$ cat src/rtl/arb_pkg.sv
// Shared types and defaults for the round-robin one-hot arbiter.
// Imported by the arbiter top and its index decoder.
package arb_pkg;

  typedef enum logic {
    IDLE,
    GRANT
  } arb_state_t;

  localparam int DEF_NUM_REQ  = 16;
  localparam int DEF_MAX_HOLD = 8;

endpackage

$ cat src/rtl/rr_onehot_arbiter_bin_to_onehot.sv
// Binary index to one-hot decoder feeding the grant register.
// Purely combinational.
module bin_to_onehot
  import arb_pkg::*;
#(
  parameter int IDX_W   = $clog2(DEF_NUM_REQ),
  parameter int NUM_REQ = DEF_NUM_REQ
) (
  input  logic [IDX_W-1:0]   idx,
  output logic [NUM_REQ-1:0] onehot
);

  always_comb begin
    onehot      = '0;
    onehot[idx] = 1'b1;
  end

endmodule

$ cat src/rtl/rr_onehot_arbiter.sv
// Round-robin arbiter with registered one-hot grant,
// owner release and a hold-time limit.
module rr_onehot_arbiter
  import arb_pkg::*;
#(
  parameter int NUM_REQ  = DEF_NUM_REQ,
  parameter int IDX_W    = $clog2(NUM_REQ),
  parameter int MAX_HOLD = DEF_MAX_HOLD
) (
  input  logic               clk,
  input  logic               reset,
  input  logic [NUM_REQ-1:0] req_i,
  input  logic               done_i,
  output logic [NUM_REQ-1:0] gnt_o,
  output logic [IDX_W-1:0]   gnt_idx_o,
  output logic               gnt_valid_o,
  output logic               timeout_o
);

  arb_state_t         state;
  logic [IDX_W-1:0]   ptr;
  logic [7:0]         hold_cnt;
  logic [IDX_W-1:0]   win_idx;
  logic [NUM_REQ-1:0] win_oh;
  logic               rel;
  logic               expire;

  // Rotate the request vector so ptr lands at bit 0,
  // take the lowest set bit, then undo the rotation.
  function automatic logic [IDX_W-1:0] rr_pick(
    input logic [NUM_REQ-1:0] req,
    input logic [IDX_W-1:0]   base
  );
    logic [2*NUM_REQ-1:0] dbl;
    logic [NUM_REQ-1:0]   rot;
    logic [IDX_W-1:0]     off;
    dbl = {req, req} >> base;
    rot = dbl[NUM_REQ-1:0];
    off = '0;
    for (int i = NUM_REQ - 1; i >= 0; i--) begin
      if (rot[i]) off = IDX_W'(i);
    end
    return base + off;
  endfunction

  always_comb win_idx = rr_pick(req_i, ptr);

  bin_to_onehot #(
    .IDX_W   (IDX_W),
    .NUM_REQ (NUM_REQ)
  ) u_dec (
    .idx    (win_idx),
    .onehot (win_oh)
  );

  assign rel    = done_i | ~req_i[gnt_idx_o];
  assign expire = (hold_cnt == 8'(MAX_HOLD));

  always_ff @(posedge clk) begin
    if (!reset) begin
      state       <= IDLE;
      ptr         <= '0;
      hold_cnt    <= '0;
      gnt_o       <= '0;
      gnt_idx_o   <= '0;
      gnt_valid_o <= 1'b0;
      timeout_o   <= 1'b0;
    end else begin
      timeout_o <= 1'b0;
      unique case (state)
        IDLE: begin
          if (|req_i) begin
            state       <= GRANT;
            gnt_idx_o   <= win_idx;
            gnt_o       <= win_oh;
            gnt_valid_o <= 1'b1;
            hold_cnt    <= 8'd1;
          end
        end
        GRANT: begin
          if (rel || expire) begin
            state       <= IDLE;
            ptr         <= gnt_idx_o + 1'b1;
            gnt_o       <= '0;
            gnt_idx_o   <= '0;
            gnt_valid_o <= 1'b0;
            hold_cnt    <= '0;
            // a release wins over a coincident expiry
            timeout_o   <= ~rel;
          end else begin
            hold_cnt <= hold_cnt + 8'd1;
          end
        end
      endcase
    end
  end

endmodule

$ cat config.mk
export PLATFORM = sky130hd
export DESIGN_NAME = rr_onehot_arbiter
export DESIGN_NICKNAME = d
export VERILOG_FILES = /design/src/rtl/arb_pkg.sv /design/src/rtl/rr_onehot_arbiter_bin_to_onehot.sv /design/src/rtl/rr_onehot_arbiter.sv
export SDC_FILE = /design/constraint.sdc
export NUM_CORES = 1
export LEC_CHECK = 0
export BUFFER_PORTS_ARGS = -buffer_cell sky130_fd_sc_hd__buf_2
export CAP_MARGIN = 15
export CORE_MARGIN = 4
export CORE_UTILIZATION = 50
export CTS_CLUSTER_SIZE = 10
export DETAILED_ROUTE_END_ITERATION = 8
export GPL_ROUTABILITY_DRIVEN = 0
export PLACE_DENSITY = 0.77
export SYNTH_ARGS = -nofsm -noshare
export SYNTH_HDL_FRONTEND = slang
export SYNTH_SLANG_ARGS = --single-unit
$ cat constraint.sdc
create_clock -name clk -period 4.29 [get_ports clk]
set_input_delay 0.6435 -clock clk [delete_from_list [all_inputs] [get_ports clk]]
set_output_delay 0.6435 -clock clk [all_outputs]
set_load 0.005 [all_outputs]
# == After elaboration in Yosys (flattened, before gate mapping) ==
# Cells that the tools add are included.
# classes
n_addsub,3
n_lt_le_gt_ge,3
n_eq_ne,3
n_shift,1
mux,35
bitwise_logic,4
n_reduce_logical,6
# op_table
op,count
4-bit 2-to-1 mux,18
16-bit 2-to-1 mux,2
16-bit one-hot mux with 2 select lines,1
32-bit by 4-bit right shift with 16-bit output,1
8-bit 2-to-1 mux,2
8-bit one-hot mux with 2 select lines,1
16-bit OR reduction,1
4-bit by 5-bit less-than comparator with 1-bit output (second input constant),2
8-bit by 1-bit adder with 8-bit output (second input constant),1
8-bit by 4-bit == test with 1-bit output (second input constant),1
4-bit one-hot mux with 2 select lines,1
1-bit 2-to-1 mux,6
4-bit by 1-bit adder with 4-bit output (second input constant),1
4-bit adder,1
1-bit binary-select mux with 4-bit select,1
1-bit demux with 4-bit select,1
4-bit by 1-bit >= comparator with 1-bit output (second input constant),1
1-bit one-hot mux with 2 select lines,2
2-bit AND reduction,2
1-bit NOT,3
3-bit AND reduction,1
2-bit by 1-bit inequality test with 1-bit output (second input constant),1
2-bit inequality test (second input constant),1
1-bit logical AND,1
other kinds (2),2
# totals
regBits,35
in_bits,19
out_inout_bits,22
wordCells,62

# == Longest topological paths before layout ==
# logic_depth
word_depth,24
ltp_mapped,17
ltp_nobuf,14

# == By module ==
# From an unflattened synthesis, not the netlist that was laid out.
# hier_totals
cells_unflattened,350
area_unflattened_um2,2992.9
# by_module_without_submodules
module,n_inst,cells_each,area_each_um2,seq_area_each_um2
rr_onehot_arbiter,1,330,2766.4,700.7
bin_to_onehot,1,20,226.5,0.0

# == Worst setup path after synthesis ==
# Ideal clock, no wire load.
# synth_path
kind,reg-to-reg
startpoint,register ptr[1]
endpoint,register gnt_o[15]
setup_time_ps,117
arrival_ps,3474
required_time_ps,4173
slack_ps,699
stages_incl_launch_ff,15
path_buffers,3
period_less_slack_ps,3591
cell_sequence,dfxtp_1 buf_6 buf_4 mux4_2 or3_1 o311ai_1 o21ai_1 a221oi_1 a31oi_1 ha_1 fa_1 xor2_1 and3_1 clkbuf_1 a32o_1
# synth_via
elab_chain_len,24
word_cells_on_any_way,25
classes_between,add/sub (1); order compare (2); shift (1); mux (20); reduce/logical (1)
# synth_rtl
item,line_no,text
from (decl),rr_onehot_arbiter.sv:21,logic [IDX_W-1:0] ptr;
from (signal assigned),rr_onehot_arbiter.sv:83,ptr <= gnt_idx_o + 1'b1;
32-bit by 4-bit right shift with 16-bit output,rr_onehot_arbiter.sv:37,"dbl = {req, req} >> base;"
4-bit 2-to-1 mux (16 in a row),rr_onehot_arbiter.sv:41,if (rot[i]) off = IDX_W'(i);
4-bit adder (*),rr_onehot_arbiter.sv:43,return base + off;
4-bit by 5-bit less-than comparator with 1-bit output (implied by the code) or 4-bit by 1-bit >= comparator with 1-bit output (tied branches),rr_onehot_arbiter_bin_to_onehot.sv:15,onehot[idx] = 1'b1;
1-bit logical AND (implied by the code),rr_onehot_arbiter_bin_to_onehot.sv:15,
1-bit 2-to-1 mux (implied by the code),rr_onehot_arbiter_bin_to_onehot.sv:15,
1-bit demux with 4-bit select (*),--,
16-bit 2-to-1 mux (*),rr_onehot_arbiter.sv:72,if (|req_i) begin
16-bit one-hot mux with 2 select lines (*),rr_onehot_arbiter.sv:70,unique case (state)
to (signal assigned),rr_onehot_arbiter.sv:75,gnt_o <= win_oh;
to (decl),rr_onehot_arbiter.sv:14,"output logic [NUM_REQ-1:0] gnt_o,"
# Mark *: on every way between the ends. The rest lies on a longest branch, timed or not. The select of a mux whose other input is x is not followed.
# A chain may end at the register's enable or synchronous reset.

# == Final worst setup path ==
# layout_path
startpoint,register ptr[1]
endpoint,register gnt_o[12]
# The elaborated chain is that of the path after synthesis.

==> flow_summary.ini <==
[run_status]
status = complete, no violations

[routing]
drtIter0Drc = 222
wirelength_um = 6760
via_count = 2516
viasPerCell = 6.11
drtAntennaViolNets = 0
dr.pass1.iters = 5
drc_errors = 0
avgRoutedWirePerCell_um = 16.4

[setup_path]
crit_slowest_cell = mux4_2
startpoint_type = register
crit_path_start = ptr[1]$_SDFFE_PN0P_
crit_path_max_incr_delay_ps = 560
end_kind = register
path_max_fanout = 17
critPathKind = register to register
r2r_start = ptr[1]$_SDFFE_PN0P_
cp.required_ps = 4480
worstPathCellList = buf_12 -> mux4_2 -> a211oi_1 -> a22oi_1 -> nor2b_1 -> o21ai_0 -> o21ai_0 -> o211ai_1 -> a21oi_1 -> ha_1 -> a21o_1 -> a21oi_1 -> xnor2_2 -> buf_4 -> a32o_1
arrival_ps = 4100

[logic_synthesis]
synth-edff-count = 0
yosys-top-cells-count = nand2_1, dfxtp_1, mux4_2, a21oi_1, nor2_1
synth.area.top_cells = dfxtp_1, mux4_2, nand2_1, a21oi_1, a32o_1
ys_async_sr_fraction_pct = 0
yosysMostFrequentCell = nand2_1
synth-seq-cells = 35
syn_inst = 306
syn_nets = 332
synth-seq-area-share_pct = 25.0
synth.distinct_cells = 61
ys.flop_type = dfxtp_1
synth_top_area_share_pct = 25.0
yosys_warnings = 0
synth_area_leader_cell = dfxtp_1
avgSynthCellArea_um2 = 9.15
synthesis.area_mm2 = 0.00280

[sta]
tns_ps = 0
setup_viol_count_final = 0
finalMaxSlewViolations = 0
timing.final.ws_setup_ps = 381
relSlewSlack_pct = 47.1
tightest_slew_ps = 789
post-route-period-util_pct = 91.1
rsz0062_at_grt = false
min_period_ps = 3910
skew_ps = 5.02
hold_violations = 0
fmax_mhz = 256

[global_routing]
grt_max_degree = 21
antenna_found_initial = 0
grtUsageTotal_pct = 20.5
grt_pass1_vias = 2388
overflow = 0
grt_pass1_wl_um = 11800

[power]
p_leak_nw = 1.24
power_density_mw_per_mm2 = 451
ir_worst_vdd_mv = 0.311
total_power_mw = 1.44

[floorplan]
core-area_mm2 = 0.00527
chipWidth_um = 82.8
start_util_pct = 53.1
dieArea_mm2 = 0.00686
ios = 41
die_h_um = 82.8
fp-row-count = 26

[clocking]
cts_tree = built
htree_levels = 2
insertion_delay_ps = 290
clk_pin_slew_ps = 70
cts_hold_buf = 0
clockBufferDepth = 2
cts_num_sinks = 35
cts_root_buf = clkbuf_8
cts_setup_buffers = 0
numCtsBuffers = 5
cts_resized = 0

[placement]
io_buffer_count = 40
pre_cts_ws_ps = 412
dp_hpwl_um = 5140

[final_layout]
drive_above_1_share_pct = 26.9
diodes = 0
final_util_pct = 60.4
nets = 367
syn_to_final_growth_pct = 13.7

[job]
drv_cap = 0

[hold_path]
hp-start = gnt_o[6]$_SDFFE_PN0P_
hp-class = register to register
[flip-flops by register name, indices dropped and copies added (netlist names)]
signal,count
gnt_idx_o,4
gnt_o,16
gnt_valid_o,1
hold_cnt,8
ptr,4
state,1
timeout_o,1
[path summary, 6_finish.rpt]
path                                          endpoint  slack [ps]  cells past startpoint
worst max-delay path            gnt_o[12]$_SDFFE_PN0P_         380                     15
worst min-delay path             gnt_o[6]$_SDFFE_PN0P_         440                      2
worst max register to register  gnt_o[12]$_SDFFE_PN0P_         380                     15
worst min register to register   gnt_o[6]$_SDFFE_PN0P_         440                      2
[worst max-delay path, delay by kind of cell (launching register included)]
| family | cells | cell delay [ps] |
|---|---|---|
| compound gates | 9 | 1710 |
| mux | 1 | 560 |
| flops | 1 | 510 |
| buf+inv | 2 | 420 |
| fa+ha+maj | 1 | 310 |
| simple gates | 1 | 190 |
| xor+xnor | 1 | 100 |
[placed cells by master, fill, tap and decap left out, types with 2 or more instances in the layout]
cell type and instances:
buf_4 6, o21ai_1 12, buf_2 40, a21oi_1 17, xor2_1 3, and3_1 4, clkinv_1 2, nor2b_1 8
a41oi_1 2, mux4_2 19, nand2_1 43, bufinv_16 2, xnor2_1 2, a32o_1 8, o211a_1 3, clkbuf_8 5
nor4_1 5, a22o_1 2, nand3_1 11, a32oi_1 2, mux2_2 6, inv_1 5, mux2_1 6, dfxtp_1 35
o21ai_0 5, o211ai_1 4, and2_1 5, mux2i_1 6, a21o_1 2, nor2_1 16, nor3_2 2, a22oi_1 4
or3_1 3, nor3_1 3, ha_1 6, a211oi_1 4, nand2b_1 3, a31oi_1 6
[cell families (layout without fill, tap and decap cells)]
family	after synthesis	count (layout)	synth area share (%)
AO/OA/AOI/OAI	81	81	21.3
multiplexers	39	39	23.5
flip-flops	35	35	25.0
XOR/XNOR	6	6	2.15
buffers and inverters	27	63	4.87
adder cells (fa/ha/maj)	7	7	3.40
AND/OR/NAND/NOR	111	111	19.7
[final cells by class]
cell class	count	area [µm²]
fillers	453	2090
multi-input cells	244	1960
flip-flops and latches	35	701
repair buffers	47	265
well taps	70	87.6
clock buffers	5	68.8
clock inverters	3	67.6
inverters	8	31.3
[layer usage]
layer / routed length (µm) / vias up / global-route usage, %
met1: 3060 / 1204 / 28.6
li1: - / 1234 / -
met5: 0 / - / 0
met2: 3250 / 68 / 32.1
met4: 104 / 0 / 5.50
met3: 336 / 10 / 4.36
[per-stage QoR]
stage / hold slack (ps) / instances / cell area (µm²)
floorplan: 439 / 306 / 2800
global placement: 430 / 404 / 3050
detailed placement: 435 / 404 / 3050
CTS: 446 / 412 / 3180
global route: 459 / 412 / 3180
finish: 442 / 412 / 3180
[power breakdown]
group	switching (mW)	leakage (nW)	total [mW]	internal [mW]
combinational	0.384	0.893	0.678	0.294
sequential	0.0396	0.284	0.401	0.361
clock	0.125	0.0644	0.357	0.232
total	0.549	1.24	1.44	0.887
Note: power is estimated with default switching activity, not from simulation.
